**src/rtl/apb_master_ctrl.sv**
```systemverilog
// APB initiator: valid/ready request in, SETUP/ACCESS transfer out,
// with PREADY wait states bounded by an optional timeout.
module apb_master_ctrl #(
    parameter int ADDR_W  = 32,
    parameter int DATA_W  = 32,
    parameter int TIMEOUT = 16
) (
    input  logic              PCLK,
    input  logic              PRESETn,
    input  logic              req_valid,
    output logic              req_ready,
    input  logic              req_write,
    input  logic [ADDR_W-1:0] req_addr,
    input  logic [DATA_W-1:0] req_wdata,
    output logic              rsp_valid,
    output logic [DATA_W-1:0] rsp_rdata,
    output logic              rsp_timeout,
    output logic              busy,
    output logic              PSEL,
    output logic              PENABLE,
    output logic              PWRITE,
    output logic [ADDR_W-1:0] PADDR,
    output logic [DATA_W-1:0] PWDATA,
    input  logic [DATA_W-1:0] PRDATA,
    input  logic              PREADY
);

    localparam int CW = (TIMEOUT > 0) ? $clog2(TIMEOUT + 1) : 1;
    localparam logic [CW-1:0] CNT_LAST =
        (TIMEOUT > 0) ? CW'(TIMEOUT - 1) : '0;

    typedef enum logic [1:0] {
        IDLE,
        SETUP,
        ACCESS
    } state_t;

    state_t        state_q;
    state_t        state_d;
    logic [CW-1:0] cnt_q;
    logic          accept;
    logic          done;
    logic          abort;

    assign accept = (state_q == IDLE) && req_valid;
    assign done   = (state_q == ACCESS) && PREADY;
    assign abort  = (state_q == ACCESS) && !PREADY &&
                    (TIMEOUT != 0) && (cnt_q == CNT_LAST);

    always_ff @(posedge PCLK or negedge PRESETn) begin
        if (!PRESETn) begin
            state_q <= IDLE;
        end else begin
            state_q <= state_d;
        end
    end

    always_comb begin
        state_d = state_q;
        unique case (state_q)
            IDLE:    if (accept) state_d = SETUP;
            SETUP:   state_d = ACCESS;
            ACCESS:  if (done || abort) state_d = IDLE;
            default: state_d = IDLE;
        endcase
    end

    // Bus controls decode straight from state so reset drops them at once.
    always_comb begin
        PSEL      = 1'b0;
        PENABLE   = 1'b0;
        req_ready = 1'b0;
        busy      = 1'b0;
        unique case (state_q)
            IDLE: begin
                req_ready = 1'b1;
            end
            SETUP: begin
                PSEL = 1'b1;
                busy = 1'b1;
            end
            ACCESS: begin
                PSEL    = 1'b1;
                PENABLE = 1'b1;
                busy    = 1'b1;
            end
            default: begin
                req_ready = 1'b0;
            end
        endcase
    end

    always_ff @(posedge PCLK or negedge PRESETn) begin
        if (!PRESETn) begin
            PWRITE <= 1'b0;
            PADDR  <= '0;
            PWDATA <= '0;
        end else if (accept) begin
            PWRITE <= req_write;
            PADDR  <= req_addr;
            PWDATA <= req_wdata;
        end
    end

    always_ff @(posedge PCLK or negedge PRESETn) begin
        if (!PRESETn) begin
            cnt_q <= '0;
        end else if (state_q == SETUP) begin
            cnt_q <= '0;
        end else if (state_q == ACCESS && !done && !abort) begin
            cnt_q <= cnt_q + 1'b1;
        end
    end

    always_ff @(posedge PCLK or negedge PRESETn) begin
        if (!PRESETn) begin
            rsp_valid   <= 1'b0;
            rsp_rdata   <= '0;
            rsp_timeout <= 1'b0;
        end else begin
            rsp_valid <= done || abort;
            if (done) begin
                rsp_rdata   <= PWRITE ? '0 : PRDATA;
                rsp_timeout <= 1'b0;
            end else if (abort) begin
                rsp_rdata   <= '0;
                rsp_timeout <= 1'b1;
            end
        end
    end

endmodule

```
**config.mk**
```make
export PLATFORM = sky130hd
export DESIGN_NAME = apb_master_ctrl
export DESIGN_NICKNAME = d
export VERILOG_FILES = /design/src/rtl/apb_master_ctrl.sv
export SDC_FILE = /design/constraint.sdc
export NUM_CORES = 1
export LEC_CHECK = 0
export CORE_ASPECT_RATIO = 1.4
export CORE_MARGIN = 10
export CORE_UTILIZATION = 40
export CTS_CLUSTER_SIZE = 30
export DETAILED_ROUTE_END_ITERATION = 16
export GPL_TIMING_DRIVEN = 0
export HOLD_SLACK_MARGIN = 0.1
export PLACE_DENSITY = 0.89
export SLEW_MARGIN = 20
export SYNTH_ARGS = -nofsm -noshare
export SYNTH_HDL_FRONTEND = slang
export SYNTH_SLANG_ARGS = --single-unit
```
**constraint.sdc**
```tcl
create_clock -name PCLK -period 2 [get_ports PCLK]
set_input_delay 0.3 -clock PCLK [delete_from_list [all_inputs] [get_ports PCLK]]
set_output_delay 0.3 -clock PCLK [all_outputs]
set_load 0.01 [all_outputs]
```
==> summary.md <==
| Metric | Value |
|---|---|
| Most frequent cell after synthesis | dfrtp_1 |
| Nets@finish | 580 |
| # IOs | 204 |
| Vias/cell | 4.77 |
| Syn Area/Cell | 15.8 um^2 |
| CTS tree | built |
| Crit Path Category | register to register |
| CP Buf/Inv Count | 0 |
| Total clock buffers created by CTS | 9 |
| Fmax | 0.541 GHz |
| Top cell by count, worst path | ha_1 |
| Endpoints failing setup | 0 |
| Async set or reset register ratio after synthesis | 100% |
| CP Capture Type | register |
| Maximum VDD drop | 648 uV |
| EDFF count, synth | 0 |
| Top cell family by delay on the critical path | adder cells |
| Worst Tran Pin Value | 0.512 ns |
| Max Slew Vio Count | 0 |
| Syn_nets | 360 |
| Synth area leaders | dfrtp_1 66%, mux2_2 18%, a22o_1 7.0%, ha_1 1.9%, buf_2 1.6% |
| Post-DRT Antenna Nets | 0 |
| Leakage | 0.00286 uW |
| Post-placement cell area | 0.00623 mm^2 |
| Crit-path max FO | 6 |
| Gp weighted congestion | 0.696 |
| Largest net degree at the start of global routing | 55 |
| Synth Warn # | 0 |
| Pre-Repair DR Iteration Count | 4 |
| CTS H-tree depth | 3 |
| Worst R2R Setup Slack | 0.15 ns |
| Rows | 43 |
| Post-route clock period utilization | 92.5% |
| Initial core utilization | 40.7% |
| Synth cell count leaders | 106 x dfrtp_1, 65 x mux2_2, 32 x a22o_1 |
| Hold Vio Cnt, Final | 0 |
| Placement Setup Slack | 0.0222 ns |
| Worst-path clk slew | 0.07 ns |
| I/O Buffers | 203 |
| Distinct cells, synth | 21 |
| Initial antenna violation count | 1 |
| Reg2Reg Capture Point | state_q[0]$_DFFE_PN0P_ |
| Relative slew slack | 65.8% |
| Sum Neg Setup Slack | 0 ns |
| Hold Path Class | input port to asynchronous set/reset pin |
| Synthesis-to-finish area growth | 64.6% |
| Die width | 105 um |
| Reg2Reg Depth | 6 |
| Core area | 0.00985 mm^2 |
| Max incr delay on CP | 0.41 ns |
| Avg WL per Cell | 19.4 um |
| Drt initial violations | 71 |
| CP max-delay cell | dfrtp_1 |
| Vias in the first global route | 3280 |
| Root Driver | clkbuf_16 |
| Sequential-to-total area share from yosys stat | 66.3% |
| Post-Syn Area | 0.00400 mm^2 |
| Remaining DRCs | 0 |
| Worst EP arrival | 2.07 ns |
| First-pass GRT wire length | 18600 um |
| Area leader, netlist | dfrtp_1 |
| Clock sink total | 106 |
| GRT Util Overall | 16.4% |
| Post-layout util | 66.9% |
| Die Y | 138 um |
| Total power | 9840 uW |
| Status | finished clean |
| Mapped Cells | 253 |
| Layout cells sized above 1 | 22.0% |
| Top FF cell, synth | dfrtp_1 |
| GRT Residual Overflow | 0 |
| Top-area cell type share of the netlist area | 66.3% |
| HPWL after detailed placement | 9520 um |
| Startpoint types | register |
| Final Skew | 0.00586 ns |
| Tmin final | 1.85 ns |
| Clk buf depth | 2 |
| Max-cap violations | 0 |
| RSZ-0062 raised after global routing | false |
| RR Startpoint | cnt_q[0]$_DFFE_PN0P_ |
| #FFs+latches synth | 106 |
| Power per cell area | 1490 mW/mm^2 |
| Post-Route WL | 11900 um |
| Data required, critical path | 2.22 ns |
| Clk_lat worst skew | 0.34 ns |
| Crit-path cells | ha_1 > and3_1 > ha_1 > nor3b_4 > a21oi_2 > mux2_1 |
| Die ar. | 0.0145 mm^2 |
| Final WS setup | 0.150 ns |
| Fin area | 0.00659 mm^2 |
| Routed via count | 2928 |
==> final cells by class <==
type | count | area [um^2]
inverter | 6 | 22.5
clock buffer | 12 | 256
antenna | 1 | 2.50
multi-input combinational | 127 | 1260
buffer | 14 | 72.6
tap | 135 | 169
fill | 738 | 3250
sequential | 106 | 2650
timing repair buffer | 209 | 2100
clock inverter | 4 | 50.0
==> cell families after synthesis <==
kind of cell	synth area share (%)
AND/OR/NAND/NOR	1.87
adder cells (fa/ha/maj)	1.87
multiplexers	19.1
buffers and inverters	2.37
AO/OA/AOI/OAI	8.09
flip-flops	66.2
XOR/XNOR	0.438
==> power breakdown <==
part / switching, uW / total (uW) / internal (uW)
combinational: 1700 / 4470 / 2770
sequential: 484 / 3580 / 3100
clock: 752 / 1790 / 1040
==> through the flow <==
stage / hold slack (ns) / std cells
4_1_cts: 0.502 / 609
3_3_place_gp: 0.485 / 591
2_1_floorplan: 0.00441 / 253
6_report: 0.483 / 614
3_5_place_dp: 0.293 / 592
5_1_grt: 0.511 / 613
==> worst register-to-register path: stages (launching register included) <==
cell     delay, ns
dfrtp_1       0.41
ha_1          0.21
and3_1        0.15
ha_1          0.26
nor3b_4       0.32
a21oi_2       0.08
mux2_1        0.32
==> placed cells by master, fill, tap and decap left out, types with 3 or more instances in the layout <==
master,Yosys,final
a21oi_1,3,3
buf_2,13,13
ha_1,6,5
mux2_2,65,65
inv_1,6,6
buf_4,1,5
a22o_1,32,32
clkdlybuf4s50_1,0,198
dfrtp_1,106,106
nor2_1,5,5
clkbuf_16,0,9
==> sequential cells by signal (all words and copies together) (netlist names) <==
signal       flops
rsp_valid        1
PADDR           32
PWDATA          32
state_q          2
rsp_timeout      1
rsp_rdata       32
cnt_q            5
PWRITE           1
==> how the worst max path moves through the flow <==
stage                            from                   endpoint  slack [ns]  cells after the start
2_1_floorplan    cnt_q[0]$_DFFE_PN0P_     state_q[0]$_DFFE_PN0P_        0.22                      6
3_3_place_gp                  PRESETn   rsp_rdata[2]$_DFFE_PN0P_       -3.21                      1
3_5_place_dp     cnt_q[0]$_DFFE_PN0P_   rsp_rdata[3]$_DFFE_PN0P_        0.02                      6
4_1_cts          cnt_q[0]$_DFFE_PN0P_  rsp_rdata[13]$_DFFE_PN0P_      0.0007                      6
5_1_grt        state_q[0]$_DFFE_PN0P_      PADDR[19]$_DFFE_PN0P_        0.02                      6
6_report         cnt_q[0]$_DFFE_PN0P_     state_q[0]$_DFFE_PN0P_        0.15                      6
==> routing by layer <==
metal  up-vias  share of wire (%)  global-route usage [%]
met2       109                 55                    30.1
met3        18                7.4                    5.86
li1       1350                  -                       -
met1      1451                 36                    16.2
met5         -                  0                       0
met4         0                2.3                    6.76
==> timing repair <==
item                                    in CTS  in global routing
hold buffers                                 1                  0
endpoints found under the setup margin       2                 34
buffers inserted                             0                  4
pin swaps                                    0                  1
resized for setup                            3                  3
endpoints found under the hold margin       53                  0
No activity file was read; power rests on OpenSTA's default activity.
